## config.mk

```make
export PLATFORM = sky130hd
export DESIGN_NAME = mem_port_arbiter
export DESIGN_NICKNAME = d
export VERILOG_FILES = /design/src/rtl/mem_port_arbiter.sv
export SDC_FILE = /design/constraint.sdc
export NUM_CORES = 1
export LEC_CHECK = 0
export BUFFER_PORTS_ARGS = -buffer_cell sky130_fd_sc_hd__buf_2
export CAP_MARGIN = 40
export CORE_MARGIN = 2
export CORE_UTILIZATION = 27
export CTS_BUF_LIST = sky130_fd_sc_hd__clkbuf_8
export CTS_CLUSTER_SIZE = 20
export DETAILED_ROUTE_END_ITERATION = 10
export PLACE_DENSITY = 0.78
export RECOVER_POWER = 25
export SLEW_MARGIN = 20
export SYNTH_ARGS = -nofsm -noshare
export SYNTH_HDL_FRONTEND = slang
export SYNTH_SLANG_ARGS = --single-unit
```

## constraint.sdc

```tcl
create_clock -name clk -period 1.7 [get_ports clk]
set_input_delay 0.085 -clock clk [delete_from_list [all_inputs] [get_ports clk]]
set_output_delay 0.085 -clock clk [all_outputs]
set_load 0.03 [all_outputs]
```

## src/rtl/mem_port_arbiter.sv

```systemverilog
// Three-requester arbiter for the shared RAM data port: CPU priority with a bounded streak, r1/r2 round-robin.
// Optional stall counter enabled with `define ARB_STALL_COUNT_EN (adds stall_clr / stall_cnt ports).
module mem_port_arbiter #(
  parameter int unsigned WIDTH          = 16,
  parameter int unsigned RAM_ADDR_BITS  = 16,
  parameter int unsigned MAX_CPU_STREAK = 4
) (
  input  logic                     clk,
  input  logic                     reset,
  input  logic                     req0,
  input  logic                     req1,
  input  logic                     req2,
  input  logic                     we0,
  input  logic                     we1,
  input  logic                     we2,
  input  logic [RAM_ADDR_BITS-1:0] adr0,
  input  logic [RAM_ADDR_BITS-1:0] adr1,
  input  logic [RAM_ADDR_BITS-1:0] adr2,
  input  logic [WIDTH-1:0]         wdata0,
  input  logic [WIDTH-1:0]         wdata1,
  input  logic [WIDTH-1:0]         wdata2,
  output logic                     gnt0,
  output logic                     gnt1,
  output logic                     gnt2,
  output logic                     rvalid0,
  output logic                     rvalid1,
  output logic                     rvalid2,
  output logic [WIDTH-1:0]         rdata,
  output logic                     mem_en,
  output logic                     mem_write,
  output logic                     mem_read,
  output logic [RAM_ADDR_BITS-1:0] mem_adr,
  output logic [WIDTH-1:0]         mem_wdata,
  input  logic [WIDTH-1:0]         mem_rdata
`ifdef ARB_STALL_COUNT_EN
  ,
  input  logic                     stall_clr,
  output logic [15:0]              stall_cnt
`endif
);

  localparam int unsigned STREAK_W = 4;
  localparam int unsigned NREQ     = 3;
  localparam logic [STREAK_W-1:0] STREAK_MAX = STREAK_W'(MAX_CPU_STREAK);

  logic [STREAK_W-1:0] cpu_streak;
  logic                rr_last;
  logic [NREQ-1:0]     rv_q;

  logic                pend;
  logic                streak_full;
  logic                pick2;
  logic [NREQ-1:0]     gnt;
  logic                win_we;

  // Grant decision; peripherals pre-empt the CPU once its streak hits the bound.
  always_comb begin
    pend        = req1 | req2;
    streak_full = (cpu_streak == STREAK_MAX);
    pick2       = req2 & (~req1 | ~rr_last);
    gnt         = '0;
    if (!reset) begin
      if (req0 && !(pend && streak_full)) begin
        gnt = 3'b001;
      end else if (pend) begin
        gnt = pick2 ? 3'b100 : 3'b010;
      end
    end
  end

  assign gnt0 = gnt[0];
  assign gnt1 = gnt[1];
  assign gnt2 = gnt[2];

  // Winner mux onto the RAM port; idle port drives zeros.
  always_comb begin
    win_we    = 1'b0;
    mem_adr   = '0;
    mem_wdata = '0;
    if (gnt[0]) begin
      win_we    = we0;
      mem_adr   = adr0;
      mem_wdata = wdata0;
    end else if (gnt[1]) begin
      win_we    = we1;
      mem_adr   = adr1;
      mem_wdata = wdata1;
    end else if (gnt[2]) begin
      win_we    = we2;
      mem_adr   = adr2;
      mem_wdata = wdata2;
    end
  end

  assign mem_en    = |gnt;
  assign mem_write = mem_en & win_we;
  assign mem_read  = mem_en & ~win_we;

  // Streak counts CPU grants only while a peripheral is actually waiting.
  always_ff @(posedge clk) begin
    if (reset) begin
      cpu_streak <= '0;
      rr_last    <= 1'b1;
      rv_q       <= '0;
    end else begin
      if (gnt[0] && pend) begin
        cpu_streak <= streak_full ? cpu_streak : cpu_streak + STREAK_W'(1);
      end else begin
        cpu_streak <= '0;
      end
      if (gnt[1]) begin
        rr_last <= 1'b0;
      end else if (gnt[2]) begin
        rr_last <= 1'b1;
      end
      rv_q <= gnt & ~{we2, we1, we0};
    end
  end

  // Masking with reset drops a read that was in flight when reset arrived.
  assign rvalid0 = rv_q[0] & ~reset;
  assign rvalid1 = rv_q[1] & ~reset;
  assign rvalid2 = rv_q[2] & ~reset;
  assign rdata   = mem_rdata;

`ifdef ARB_STALL_COUNT_EN
  logic periph_wait;

  assign periph_wait = (req1 & ~gnt[1]) | (req2 & ~gnt[2]);

  // Saturating count of cycles a peripheral request went unserved.
  always_ff @(posedge clk) begin
    if (reset) begin
      stall_cnt <= '0;
    end else if (stall_clr) begin
      stall_cnt <= '0;
    end else if (periph_wait && (stall_cnt != 16'hFFFF)) begin
      stall_cnt <= stall_cnt + 16'd1;
    end
  end
`endif

endmodule

```

==> metrics.txt <==
status finished with violations; failing checks negative setup slack; GRT Overall Usage 19.8%; vias in the first global route 1685; drt wl/cell 16.9 um; Total Wirelength around 6000 um; Least-Margin Pin Slew ~450 ps; CTS root buf clkbuf_8; share of layout cells above drive strength 1 between 70% and 80%; Max transition margin 69.8%; Netlist cell types 30; routability congestion estimate roughly 0.79; async set-reset flop share out of synthesis 0%; post-DP HPWL about 3800 um; startpoint class of the critical path flip-flop; power per cell area 448 mW/mm^2; Crit Path Max Fanout 8; f_max approximately 0.49 GHz; Vias between 1500 and 2000; Die Ht ~70 um; Core Rows 24; Core Region roughly 0.0043 mm^2; mean area per synthesized cell 8.01 um^2; cts bufs inserted 3; met2 GRT Util 35.6%; Required @ worst endpoint 1620 ps; sequential cell area fraction in the yosys report a little over an eighth; final setup vio count 38; Max Cap Violations 0; top area cells in the synthesized netlist a22o_1 (24%), a21o_1 (21%), dfxtp_1 (14%); critical path arrival roughly 2000 ps; final instance area roughly 0.0026 mm^2; most common cell in the synthesized netlist a21o_1; io pins 177; Overflow after GRT 0; post-synthesis cell count around 150; GRT met3 Usage 5.34%; hold bufs inserted after CTS 0; Placed Area ~0.0021 mm^2; area leader, netlist a22o_1; Syn. warnings 0; predominant post-synthesis flop cell dfxtp_1; Initial Utilization around 28%; fill count roughly 360; Multi-input gate area roughly 990 um^2; max-slew violations 0; Finished Layout Cells 348; GR peak layer met2; Min-Delay Path Class in2reg; Synth top area share between 20% and 30%; EDFF count, synth 0; 1st-pass router iterations 4; CTS Sinks 8; DRC viols 0; Via density between 5 and 6; Fin. Hold Viols 0; reg2reg setup slack -50 ps; fin nets 420; Worst setup EP type output pin; full die area between 0.004 and 0.005 mm^2; clock transition at the registers of the reported paths ~50 ps; maximum VDD drop 353 uV; Routed Antenna Nets 0; Syn-to-layout area delta 119%; Placed Instances 329; CP Class reg2out; fin worst setup slack -361 ps; CTS tree done; First DRT Iteration DRCs a little over 40; most frequent cells after synthesis a21o_1 (33), a22o_1 (32), buf_4 (16), dfxtp_1 (8), nor2_1 (8); met1 Use GR roughly 23%; register area 163 um^2; first-pass GRT wire length 7940 um; initial antenna violation count 0; Port Buffer Count between 100 and 150; ANT cells 0; largest net degree at the start of global routing 35; post-layout minimum cycle time between 2000 and 2500 ps; Synth Cell Area 0.00118 mm^2; Leakage ~0.0014 uW; Die W about 70 um; Seq cells post-synth 8; clk_lat worst skew 240 ps; synthesized net count between 200 and 300; RSZ-0062 raised after global routing yes; setup TNS -10920 ps; Max clock buf depth 2; Tcrit/Tclk final 121%; Worst Skew 9.98 ps; H-tree lvl count 1
[final timing paths]
kind	startpoint	end	cells after the start
worst max-delay path	cpu_streak[1]$_SDFFE_PP0P_	mem_wdata[10]	9
worst max register to register	cpu_streak[0]$_SDFFE_PP0P_	rr_last$_SDFFE_PP1P_	9
worst min-delay path	we0	rv_q[0]$_SDFF_PP0_	2
worst min register to register	rr_last$_SDFFE_PP1P_	rr_last$_SDFFE_PP1P_	1
[layer usage]
layer,wire length (um),up-vias
met4,123,0
met1,2210,825
met5,0,-
met3,529,17
li1,-,835
met2,3020,105
[flip-flops by register name, indices dropped and copies added, names as in the netlist]
name,count
cpu_streak,4
rv_q,3
rr_last,1
[layout by cell type (no fill, tap or decap), types with 2 or more instances in the layout]
master and n:
dfxtp_1 6, inv_2 3, nor2_1 7, a21oi_2 2, xnor2_1 2, dfxtp_2 2
a22o_1 32, buf_12 3, a21o_4 12, a21o_1 4, inv_1 5, buf_2 107
clkbuf_8 3, buf_6 45, buf_8 3, a21o_2 17, nor2b_1 4, a21oi_1 2
nand2_1 3, buf_4 12
[area by class of cell]
type,count,area share [%]
sequential,8,6.30
inverter,8,1.16
clock buffer,3,1.60
multi-input combinational,105,38.5
tap,52,2.52
timing repair buffer,172,49.9
[logic make-up after synthesis]
logic type | synth area share [%]
compound gates | 53.3
buf+inv | 17.3
simple gates | 12.1
flops | 13.6
xor+xnor | 1.49
fa+ha+maj | 2.13
[repair_timing]
action	4_1_cts	5_1_grt
gates cloned	3	2
endpoints found under the hold margin	0	0
setup buffers	6	9
gates resized for setup	66	38
setup endpoints to repair	37	40
pin swaps	12	11
[critical path: stages, from the launching register on]
cell and delay (ps):
dfxtp_2 330, inv_2 50, ha_4 160, and3b_2 240
a211oi_4 250, buf_6 170, buf_16 120, a22o_1 160
a21o_2 120, buf_6 130
[per-stage QoR]
step                      hold slack (ps)  util, %  total power, uW  setup slack, ps
after global routing                 67.4     60.6             1220             -433
final                                67.8     60.6             1160             -361
after floorplan                       164        -              615            -24.8
after CTS                            62.6     56.6             1110             -350
after detailed placement              170     48.2              764             -105
after global placement                170     48.2              757            -58.6
[where the power goes]
part / switching [uW] / leakage [uW] / total [uW] / internal, uW
registers: 3.01 / 0.0000660 / 198 / 195
logic: 348 / 0.00134 / 725 / 377
clock network: 82.0 / 0.0000216 / 236 / 154
total: 432 / 0.00143 / 1160 / 726
(Power assumes the default switching activity.)
